**src/rtl/nibble_serial_adder_pkg.sv**
```systemverilog
// Shared definitions for the nibble-serial adder: FSM state encoding and slice width.
// No ports; imported by the interface-facing top and the datapath slice.
package nibble_serial_adder_pkg;

  // Width of the single ripple-carry slice that all adds are folded through.
  localparam int SLICE_W = 4;

  typedef enum logic [1:0] {
    S_IDLE = 2'd0,
    S_RUN  = 2'd1,
    S_DONE = 2'd2
  } state_t;

endpackage

```
**src/rtl/nibble_serial_adder_if.sv**
```systemverilog
// Operand/result bundle for the nibble-serial adder.
// master: drives start/a/b/cin, observes busy/done/sum/cout.
// slave : the adder; samples start/a/b/cin, drives busy/done/sum/cout.
interface nibble_serial_adder_if #(
  parameter int WIDTH = 16
);
  logic             start;
  logic [WIDTH-1:0] a;
  logic [WIDTH-1:0] b;
  logic             cin;
  logic             busy;
  logic             done;
  logic [WIDTH-1:0] sum;
  logic             cout;

  modport master (
    output start, a, b, cin,
    input  busy, done, sum, cout
  );

  modport slave (
    input  start, a, b, cin,
    output busy, done, sum, cout
  );
endinterface

```
**src/rtl/nibble_serial_adder_rca4.sv**
```systemverilog
// 4-bit ripple-carry adder slice (RCA_4bits), purely combinational.
// Ports: a, b (4-bit operands), cin (carry in) -> sum (4-bit), cout (carry out).
// The nibble-serial adder reuses this one slice for every nibble of a wide add.
module rca_4bits
  import nibble_serial_adder_pkg::*;
(
  input  logic [SLICE_W-1:0] a,
  input  logic [SLICE_W-1:0] b,
  input  logic               cin,
  output logic [SLICE_W-1:0] sum,
  output logic               cout
);

  logic carry;

  // Explicit full-adder chain so the slice stays a true ripple adder.
  always_comb begin
    carry = cin;
    sum   = '0;
    for (int i = 0; i < SLICE_W; i++) begin
      sum[i] = a[i] ^ b[i] ^ carry;
      carry  = (a[i] & b[i]) | (carry & (a[i] ^ b[i]));
    end
    cout = carry;
  end

endmodule

```
**src/rtl/nibble_serial_adder.sv**
```systemverilog
// Multi-cycle WIDTH-bit unsigned adder: captures a/b/cin on start (IDLE only), then adds
// one nibble per clock LSB-first through a single rca_4bits slice, carry registered between nibbles.
// Ports: clk, rst (async, active-high), bus (slave: start/a/b/cin in; busy/done/sum/cout out).
// done pulses NIB cycles after start is sampled; start is ignored while RUN or DONE (interval NIB+2).
module nibble_serial_adder
  import nibble_serial_adder_pkg::*;
#(
  parameter int WIDTH = 16
) (
  input  logic                 clk,
  input  logic                 rst,
  nibble_serial_adder_if.slave bus
);

  localparam int NIB = WIDTH / SLICE_W;
  localparam int CW  = (NIB > 1) ? $clog2(NIB) : 1;

  state_t             state;
  logic [WIDTH-1:0]   a_sh;
  logic [WIDTH-1:0]   b_sh;
  logic [WIDTH-1:0]   sum_sh;
  logic               c_reg;
  logic [CW-1:0]      cnt;

  logic [WIDTH-1:0]   sum_q;
  logic               cout_q;
  logic               busy_q;
  logic               done_q;

  logic [SLICE_W-1:0] slice_sum;
  logic               slice_cout;
  logic [WIDTH-1:0]   sum_next;

  rca_4bits u_slice (
    .a    (a_sh[SLICE_W-1:0]),
    .b    (b_sh[SLICE_W-1:0]),
    .cin  (c_reg),
    .sum  (slice_sum),
    .cout (slice_cout)
  );

  // New nibble enters at the top; after NIB steps the first nibble has reached bit 0.
  // Written as a shift of the concatenation so WIDTH==4 (no older nibbles) needs no special case.
  assign sum_next = WIDTH'({slice_sum, sum_sh} >> SLICE_W);

  always_ff @(posedge clk or posedge rst) begin
    if (rst) begin
      state  <= S_IDLE;
      a_sh   <= '0;
      b_sh   <= '0;
      sum_sh <= '0;
      c_reg  <= 1'b0;
      cnt    <= '0;
      sum_q  <= '0;
      cout_q <= 1'b0;
      busy_q <= 1'b0;
      done_q <= 1'b0;
    end else begin
      case (state)
        S_IDLE: begin
          done_q <= 1'b0;
          if (bus.start) begin
            a_sh   <= bus.a;
            b_sh   <= bus.b;
            c_reg  <= bus.cin;
            cnt    <= '0;
            sum_sh <= '0;
            busy_q <= 1'b1;
            state  <= S_RUN;
          end
        end
        S_RUN: begin
          sum_sh <= sum_next;
          a_sh   <= a_sh >> SLICE_W;
          b_sh   <= b_sh >> SLICE_W;
          c_reg  <= slice_cout;
          cnt    <= cnt + CW'(1);
          if (cnt == CW'(NIB - 1)) begin
            // Only the final step publishes; sum/cout never expose partial results.
            sum_q  <= sum_next;
            cout_q <= slice_cout;
            done_q <= 1'b1;
            busy_q <= 1'b0;
            state  <= S_DONE;
          end
        end
        S_DONE: begin
          done_q <= 1'b0;
          state  <= S_IDLE;
        end
        default: begin
          busy_q <= 1'b0;
          done_q <= 1'b0;
          state  <= S_IDLE;
        end
      endcase
    end
  end

  assign bus.busy = busy_q;
  assign bus.done = done_q;
  assign bus.sum  = sum_q;
  assign bus.cout = cout_q;

endmodule

```
**src/flat_wrapper.sv**
```systemverilog
// flat-port wrapper written by rule: the top's interface ports become plain ports
module nibble_serial_adder_flat import nibble_serial_adder_pkg::*;
#(
  parameter int WIDTH = 16
)
  (clk, rst, bus_start, bus_a, bus_b, bus_cin, bus_busy, bus_done, bus_sum, bus_cout);
  nibble_serial_adder_if #(.WIDTH(WIDTH)) bus_i ();
  input  logic clk;
  input  logic rst;
  input wire logic [$bits(bus_i.start)-1:0] bus_start;
  input wire logic [$bits(bus_i.a)-1:0] bus_a;
  input wire logic [$bits(bus_i.b)-1:0] bus_b;
  input wire logic [$bits(bus_i.cin)-1:0] bus_cin;
  output wire logic [$bits(bus_i.busy)-1:0] bus_busy;
  output wire logic [$bits(bus_i.done)-1:0] bus_done;
  output wire logic [$bits(bus_i.sum)-1:0] bus_sum;
  output wire logic [$bits(bus_i.cout)-1:0] bus_cout;
  assign bus_i.start = bus_start;
  assign bus_i.a = bus_a;
  assign bus_i.b = bus_b;
  assign bus_i.cin = bus_cin;
  assign bus_busy = bus_i.busy;
  assign bus_done = bus_i.done;
  assign bus_sum = bus_i.sum;
  assign bus_cout = bus_i.cout;
  nibble_serial_adder #(.WIDTH(WIDTH)) u_core (.clk(clk), .rst(rst), .bus(bus_i));
endmodule
```
**config.mk**
```make
export PLATFORM = sky130hd
export DESIGN_NAME = nibble_serial_adder_flat
export DESIGN_NICKNAME = d
export VERILOG_FILES = /design/src/rtl/nibble_serial_adder_pkg.sv /design/src/rtl/nibble_serial_adder_if.sv /design/src/rtl/nibble_serial_adder_rca4.sv /design/src/rtl/nibble_serial_adder.sv /design/src/flat_wrapper.sv
export SDC_FILE = /design/constraint.sdc
export NUM_CORES = 1
export LEC_CHECK = 0
export BUFFER_PORTS_ARGS = -buffer_cell sky130_fd_sc_hd__buf_2
export CORE_UTILIZATION = 52
export CTS_BUF_LIST = sky130_fd_sc_hd__clkbuf_8
export DETAILED_ROUTE_END_ITERATION = 8
export PLACE_DENSITY = 0.89
export SYNTH_ARGS = -nofsm -noshare
export SYNTH_HDL_FRONTEND = slang
export SYNTH_SLANG_ARGS = --single-unit
```
**constraint.sdc**
```tcl
create_clock -name clk -period 2.4 [get_ports clk]
set_input_delay 0.24 -clock clk [delete_from_list [all_inputs] [get_ports clk]]
set_output_delay 0.24 -clock clk [all_outputs]
set_load 0.02 [all_outputs]
```
After elaboration in Yosys (flattened, before gate mapping)
Index checks and enable logic that the tools add are counted.
{"block": "word_totals", "regBits": 72, "elab_cells": 61}
{"block": "classes", "n_addsub": 1, "n_eq_ne": 5, "muxes": 18, "bitwise": 21, "reduce_logical": 6}
{"op": "16-bit case mux with 2 select lines", "n": 3}
{"op": "16-bit 2-to-1 mux", "n": 3}
{"op": "1-bit AND", "n": 8}
{"op": "2-bit case mux with 2 select lines", "n": 2}
{"op": "1-bit bitwise XOR", "n": 8}
{"op": "2-bit 2-to-1 mux", "n": 3}
{"op": "2-bit AND reduction", "n": 3}
{"op": "1-bit 2-to-1 mux", "n": 5}
{"op": "2-bit equality test, second input constant", "n": 2}
{"op": "1-bit bitwise OR", "n": 4}
{"op": "1-bit case mux with 3 select lines", "n": 1}
{"op": "3-bit AND reduction", "n": 1}
{"op": "2-bit by 1-bit adder with 2-bit output, second input constant", "n": 1}
{"op": "2-bit by 1-bit equality test with 1-bit output, second input constant", "n": 1}
{"op": "2-bit zero test", "n": 1}
{"op": "2-bit by 1-bit != test with 1-bit output, second input constant", "n": 1}
{"op": "2-bit != test, second input constant", "n": 1}
{"op": "1-bit case mux with 2 select lines", "n": 1}
{"op": "2-bit nonzero test", "n": 1}
{"op": "1-bit NOT", "n": 1}

Logic depth before layout (Yosys ltp)
Gate-level depths: netlist of run 1.
{"block": "logic_depth", "word_depth": 10, "ltp_mapped": 10, "mapped_depth_nobuf": 10}

By module
Synthesis of run 1 repeated with hierarchy kept, for this count alone.
{"block": "unflattened", "hier_cells": 266, "area_unflattened_um2": 3017.9}
{"module": "nibble_serial_adder", "n_inst": 1, "cells_each": 252, "area_each_um2": 2900.3}
{"module": "rca_4bits", "n_inst": 1, "cells_each": 14, "area_each_um2": 117.6}

Worst setup path after synthesis of run 1
Ideal clock, no wire load.
{"block": "synth_timing", "kind": "register -> register", "startpoint": "register u_core.c_reg", "endpoint": "register u_core.sum_q[15] (netlist: u_core.bus.sum[15])", "arrival_time_ps": 2177, "slack_ps": 98, "path_stages_with_launch": 10, "n_path_buf": 0, "path_cell_list": "dfrtp_1 > inv_1 > fa_1 > inv_1 > fa_1 > inv_1 > fa_1 > inv_1 > fa_1 > mux2_2"}
{"block": "synth_via", "elab_chain_len": 7}
{"element": "start: declaration", "line_no": "nibble_serial_adder.sv:22", "rtl": "logic c_reg;"}
{"element": "start signal: assignment", "line_no": "nibble_serial_adder.sv:65", "rtl": "c_reg <= bus.cin;"}
{"element": "start signal: assignment", "line_no": "nibble_serial_adder.sv:76", "rtl": "c_reg <= slice_cout;"}
{"element": "1-bit AND", "line_no": "nibble_serial_adder_rca4.sv:22", "rtl": "carry = (a[i] & b[i]) | (carry & (a[i] ^ b[i]));"}
{"element": "1-bit bitwise OR", "line_no": "nibble_serial_adder_rca4.sv:22"}
{"element": "1-bit AND", "line_no": "nibble_serial_adder_rca4.sv:22"}
{"element": "1-bit bitwise OR", "line_no": "nibble_serial_adder_rca4.sv:22"}
{"element": "1-bit AND", "line_no": "nibble_serial_adder_rca4.sv:22"}
{"element": "1-bit bitwise OR", "line_no": "nibble_serial_adder_rca4.sv:22"}
{"element": "1-bit bitwise XOR", "line_no": "nibble_serial_adder_rca4.sv:21", "rtl": "sum[i] = a[i] ^ b[i] ^ carry;"}
{"element": "via u_core.slice_sum[3]", "line_no": "nibble_serial_adder.sv:30", "rtl": "logic [SLICE_W-1:0] slice_sum;"}
{"element": "end signal: assignment", "line_no": "nibble_serial_adder.sv:80", "rtl": "sum_q <= sum_next;"}
{"element": "end: declaration", "line_no": "nibble_serial_adder.sv:25", "rtl": "logic [WIDTH-1:0] sum_q;"}
The timed path passes the listed nets, and every way through them passes these cells.
A chain may end at the register's enable or synchronous reset.

Final worst setup path of run 1
{"block": "layout_timing", "startpoint": "register u_core.b_sh[0]", "endpoint": "register u_core.sum_q[15] (netlist: u_core.bus.sum[15])"}
{"block": "layout_via", "elab_chain_len": 8, "elab_cells_between_ends": 9}
{"element": "start: declaration", "line_no": "nibble_serial_adder.sv:20", "rtl": "logic [WIDTH-1:0] b_sh;"}
{"element": "start signal: assignment", "line_no": "nibble_serial_adder.sv:64", "rtl": "b_sh <= bus.b;"}
{"element": "start signal: assignment", "line_no": "nibble_serial_adder.sv:75", "rtl": "b_sh <= b_sh >> SLICE_W;"}
{"element": "1-bit bitwise XOR", "line_no": "nibble_serial_adder_rca4.sv:22"}
{"element": "1-bit AND", "line_no": "nibble_serial_adder_rca4.sv:22"}
{"element": "1-bit bitwise OR *", "line_no": "nibble_serial_adder_rca4.sv:22"}
{"element": "1-bit AND *", "line_no": "nibble_serial_adder_rca4.sv:22"}
{"element": "1-bit bitwise OR *", "line_no": "nibble_serial_adder_rca4.sv:22"}
{"element": "1-bit AND *", "line_no": "nibble_serial_adder_rca4.sv:22"}
{"element": "1-bit bitwise OR *", "line_no": "nibble_serial_adder_rca4.sv:22"}
{"element": "1-bit bitwise XOR *", "line_no": "nibble_serial_adder_rca4.sv:21"}
{"element": "via u_core.slice_sum[3]", "line_no": "nibble_serial_adder.sv:30"}
The timed path passes the listed nets; every way through them passes the cells marked *.

==> reports/qor.yml, run 1 <==
floorplan:
  ios: 55
  die_w_um: 79.3
  start_util_pct: 55.0
  dieArea_um2: 6280
  core_region_area_um2: 5640
  die_h_um: 79.3
  num_rows: 27
detailed_routing:
  ant_nets: 0
  vias: 2217
  drt_iter0_drc: 176
  routed_wl_um: 6610
  post_drt_wl_per_cell_um: 17.4
  dr.pass1.iters: 8
  drc: 0
  vias_per_cell: 5.85
sta:
  finalCritPeriodShare_pct: 96.0
  setup_slack_ns: 0.0967
  rsz0062_at_grt: "no"
  drv_slew: 0
  period_needed_ns: 2.30
  fmax_ghz: 0.434
  slew_headroom_pct: 42.6
  setup_viol: 0
  hold_viol: 0
  max_slew.worst_pin.slew_ns: 0.860
  clock_skew_ns: 0.00945
placed_design:
  place.port_buffers: 54
  post-place-ws_ns: -0.0692
  placed_cell_area_um2: 3390
  gp_congestion: 0.785
  dp_hpwl_um: 4300
cells_and_area:
  areaGrowthSynthToFinish_pct: 18.3
  layout.nets: 343
  diodes: 0
  drive_above_1_share_pct: 34.9
  final_area_um2: 3670
synthesis:
  synth_cell_types: 29
  syn_avg_cell_area_um2: 12.3
  synth_nets: 293
  syn_inst: 252
  synthesis.area_um2: 3100
  ys_ff_latch: 68
  synth.area.top_cells: "dfrtp_1 (55%), a222oi_1 (4.5%), inv_1 (4.4%)"
  synth_top_cell_by_area: "dfrtp_1"
  ys_warn_count: 0
  yosysTopAreaCellShare_pct: 54.8
  yosysSeqAreaShare_pct: 54.8
critical_path:
  crit_buf_inv: 4
  slowest_stage: "fa_1"
  cp.arrival_ns: 2.53
  cp_slowest_stage_delay_ns: 0.43
  path_max_fanout: 2
  path_cells: "inv_2 > fa_2 > inv_2 > fa_2 > inv_1 > fa_2 > inv_2 > fa_1 > mux2_4"
  path_class: "reg -> reg"
  end_kind: "register"
  start_kind: "register"
  critPathRequiredTime_ns: 2.62
  crit_family: "adder cells"
global_route:
  track_usage_pct: 23.3
  grt_antenna_before_repair: 0
  grt_pass1_vias: 2208
  grt_first_pass_wirelength_um: 11000
  grt_overflow: 0
  grt_max_degree: 69
power_and_ir_drop:
  clkPwrFrac_pct: 23.0
  p_switching_uw: 1980
  comb_power_share_pct: 40.0
  swShare_pct: 36.2
  vdd_drop_max_v: 0.000974
  leakage_uw: 0.00180
  p_seq_share_pct: 37.0
  p_int_uw: 3490
  power_density_nw_per_um2: 1490
cts:
  cts_hold_repair.buffers: 0
  numClockSinks: 68
  clk_pin_slew_ns: 0.07
  cts_htree_levels: 3
  root_buffer: "clkbuf_8"
  cts.path.max_buffers: 2
  cts_tree: "built"
  cts_buffers: 9
  clock_latency_ns: 0.35
run_status:
  outcome: "completed"
job:
  max-cap-violations: 0
hold_path:
  min_path_type: "in -> async"
-- final cells by class --
type                       count  area (µm²)
inverter                      36         135
sequential                    68        1700
timing repair buffer          61         335
multi-input combinational    126        1140
tap                           72        90.1
fill                         419        1970
clock buffer                  10         138
clock inverter                 6         135
-- final timing paths --
path,start,to,slack [ns],cells after the start
max reg2reg,u_core.b_sh[0],u_core.bus.sum[15],0.1,9
max in group asynchronous,rst,u_core.b_sh[15],1.71,3
min in group clk,bus_b[12],u_core.b_sh[12],0.14,2
min reg2reg,u_core.a_sh[13],u_core.a_sh[13],0.49,2
max,u_core.b_sh[0],u_core.bus.sum[15],0.1,9
min,rst,u_core.bus.sum[3],0.13,3
-- logic make-up after synthesis --
| kind of cell | after synthesis | synth area share, % |
|---|---|---|
| muxes | 18 | 7.30 |
| AOI/OAI and AO/OA | 50 | 14.9 |
| and+or+nand+nor | 53 | 11.0 |
| adders and majority gates | 5 | 2.98 |
| DFF | 68 | 54.8 |
| buffers and inverters | 58 | 8.91 |
-- stage by stage --
stage	power [µW]	cells	utilization [%]	hold WS [ns]	setup TNS, ns
3_5_place_dp	4170	363	60.0	0.478	-0.0740
3_3_place_gp	3990	363	60.0	0.472	0
6_report	5480	379	65.1	0.125	0
2_1_floorplan	3620	252	-	0.402	0
4_1_cts	5490	379	65.1	0.126	0
5_1_grt	5800	379	65.1	0.120	0
-- layout by cell type (no fill, tap or decap), types with 4 or more instances in the layout --
cell type,n
nand3b_1,4
a22o_1,12
inv_2,6
a221oi_1,11
mux2_2,8
nor4b_1,11
nand2_1,4
dfrtp_1,68
nor2b_1,14
buf_2,54
mux2_4,8
a32o_1,4
clkbuf_8,10
buf_4,6
a222oi_1,14
nor2_1,13
inv_1,30
o221ai_1,4
bufinv_16,4
-- what timing repair did --
action / 4_1_cts / 5_1_grt
pin swaps: 2 / 3
buffers inserted: 0 / 0
gates resized for setup: 7 / 2
endpoints found under the setup margin: 2 / 1
cloned: 0 / 0
-- power groups by stage --
| stage | Clock, µW | Sequential, µW | Combinational, µW |
|---|---|---|---|
| 4_1_cts | 1280 | 2020 | 2200 |
| 3_5_place_dp | 0 | 2030 | 2140 |
| 5_1_grt | 1340 | 2070 | 2390 |
| 3_3_place_gp | 0 | 1980 | 2010 |
| 6_report | 1260 | 2020 | 2190 |
| 2_1_floorplan | 0 | 2090 | 1530 |
-- metal layers --
metal  up-vias  share of wire [%]  global-route usage [%]
li1       1007                  -                       -
met1      1077                 43                    29.9
met2       122                 49                    37.3
met3        11                6.8                    8.28
met4         0                1.3                    6.73
met5         -                  0                       0
-- Yosys cell counts, drive strengths merged --
master and instances:
buf 17, a22o 12, or2 1, clkbuf 5, a222oi 14, nand2 4, nor2b 15, inv 36
mux2 16, ha 1, nor2 14, dfrtp 68, fa 4, a221oi 11, o2bb2ai 2, nor4b 11
o21ai 1, mux2i 2, nand3b 5, o221ai 4, a21oi 1, nand2b 3, o21bai 1, a32o 4
-- tightest hold or removal path, stage by stage --
cell and delay (ns):
buf_2 0.10, inv_2 0.03, buf_4 0.63
Note: power is estimated with default switching activity, not from simulation.
==> inputs of run 2 (changes only) <==
--- a/config.mk
+++ b/config.mk
@@ -9,6 +9,7 @@
 export CORE_UTILIZATION = 52
 export CTS_BUF_LIST = sky130_fd_sc_hd__clkbuf_8
 export DETAILED_ROUTE_END_ITERATION = 8
+export MAX_ROUTING_LAYER = met4
 export PLACE_DENSITY = 0.89
 export SYNTH_ARGS = -nofsm -noshare
 export SYNTH_HDL_FRONTEND = slang
==> run 2 against run 1 <==
Against the previous run:
- final cell count did not move
- cell area unchanged
- worst setup slack got worse by 0.0011 ns
==> reports/qor.yml, run 2 (synthesis results as in run 1) <==
cells_and_area:
  areaGrowthSynthToFinish_pct: 18.3  # unchanged
  layout.nets: 343  # unchanged
  fin_util_pct: 65.1  # unchanged
  diodes: 0  # unchanged
  drive_above_1_share_pct: 34.9  # unchanged
  final_common_cell: "dfrtp_1"
  final_cell_mix: "dfrtp_1 (68), buf_2 (54), inv_1 (30)"
cts:
  clock_latency_ns: 0.35  # about the same
  numClockSinks: 68  # unchanged
  cts.path.max_buffers: 2  # unchanged
  cts_buffers: 9  # unchanged
  clk_pin_slew_ns: 0.07  # about the same
  root_buffer: "clkbuf_8"
  cts_tree: "built"
  cts_hold_repair.buffers: 0  # unchanged
  cts_htree_levels: 3  # unchanged
critical_path:
  path_max_fanout: 2  # unchanged
  path_class: "reg -> reg"
  start_kind: "register"
  reg2regPathDepth: 9  # unchanged
  rr_startpoint: "u_core.b_sh[0]"
  crit_start: "u_core.b_sh[0]"
  end_kind: "register"
  crit_path_end: "u_core.bus.sum[15]"
  r2r_slack_ns: 0.1  # about the same
  cp.arrival_ns: 2.53  # about the same
  critPathRequiredTime_ns: 2.63  # about the same
  r2r_end: "u_core.bus.sum[15]"
hold_path:
  min_path_type: "in -> async"
placed_design:
  gp_congestion: 0.796  # +1.4%
  place.port_buffers: 54  # unchanged
  dp_hpwl_um: 4300  # unchanged
sta:
  hold_viol: 0  # unchanged
  rsz0062_at_grt: "no"
  setup_viol: 0  # unchanged
  slew_headroom_pct: 42.7  # +0.074 points
  max_slew.worst_pin.slew_ns: 0.858  # -0.00112 ns
  drv_slew: 0  # unchanged
  period_needed_ns: 2.30  # +0.00115 ns
  fmax_ghz: 0.434  # about the same
  finalCritPeriodShare_pct: 96.0  # about the same
  clock_skew_ns: 0.0104  # +0.000915 ns
  holdWs_ns: 0.123  # -0.00246 ns
floorplan:
  start_util_pct: 55.0  # unchanged
  core_region_area_um2: 5640  # unchanged
  die_h_um: 79.3  # unchanged
  die_w_um: 79.3  # unchanged
  dieArea_um2: 6280  # unchanged
  ios: 55  # unchanged
  num_rows: 27  # unchanged
detailed_routing:
  vias_per_cell: 5.85  # about the same
  vias: 2218  # +0.045%
  drc: 0  # unchanged
  drt_iter0_drc: 207  # +18%
  routed_wl_um: 6690  # +1.2%
  dr.pass1.iters: 5  # -3
  ant_nets: 0  # unchanged
  post_drt_wl_per_cell_um: 17.7  # +1.2%
power_and_ir_drop:
  leakage_uw: 0.00180  # unchanged
  power_density_nw_per_um2: 1500  # +0.24%
  vdd_drop_max_v: 0.000974  # about the same
global_route:
  grt_antenna_before_repair: 0  # unchanged
  track_usage_pct: 23.9  # +0.61 points
  grt_max_degree: 69  # unchanged
  grt_first_pass_wirelength_um: 10900  # -0.19%
  grt_overflow: 0  # unchanged
  grt_pass1_vias: 2216  # +0.36%
run_status:
  outcome: "completed"
job:
  max-cap-violations: 0  # unchanged
-- run 2: cell counts in the layout (fill, tap and decap cells not counted) --
No cell type changed its count.
-- run 2: final cells by class --
class	instances	area, µm²
Clock buffer	10	138
Multi-Input combinational cell	126	1140
Inverter	36	135
Clock inverter	6	135
Tap cell	72	90.1
Fill cell	419	1970
Timing Repair Buffer	61	335
Sequential cell	68	1700
-- run 2: metrics by stage --
stage / power (µW) / TNS [ns] / setup slack [ns] / instance area (µm²) / instances
floorplan: 3620 / 0 / 0.0985 / 3100 / 252
global placement: 3990 / 0 / 0.0460 / 3390 / 363
detailed placement: 4170 / -0.0740 / -0.0692 / 3390 / 363
CTS: 5490 / 0 / 0.00564 / 3670 / 379
global route: 5800 / 0 / 0.0420 / 3670 / 379
finish: 5490 / 0 / 0.0956 / 3670 / 379
-- run 2: per-layer routing --
metal  wire, µm  GRT usage, %
met5          0             -
met2       3280          37.5
met1       2850          29.6
met4        104          6.73
met3        450          8.28
-- run 2: worst min-delay path by stage --
stage,start,endpoint,slack (ns),depth (start not counted)
global placement,u_core.a_sh[14],u_core.a_sh[14],0.47,2
floorplan,bus_b[12],u_core.b_sh[12],0.40,1
finish,rst,u_core.bus.sum[3],0.12,3
detailed placement,u_core.a_sh[13],u_core.a_sh[13],0.48,2
global route,bus_b[12],u_core.b_sh[12],0.12,2
CTS,bus_b[12],u_core.b_sh[12],0.13,2
-- run 2: report_power, final --
part           internal (µW)  switching, µW
Clock                    823            441
Sequential              1680            345
Combinational            986           1210
Total                   3490           2000
-- run 2: what timing repair did --
action / 4_1_cts / 5_1_grt
setup endpoints to repair: 2 / 1
setup buffers: 0 / 0
gates resized for setup: 7 / 2
pin swaps: 2 / 3
-- run 2: worst max-delay path, cell delays in order, from the launching register on --
cell	delay, ns
dfrtp_1	0.34
inv_2	0.05
fa_2	0.39
inv_2	0.07
fa_2	0.19
inv_1	0.05
fa_2	0.33
inv_2	0.06
fa_1	0.42
mux2_4	0.29
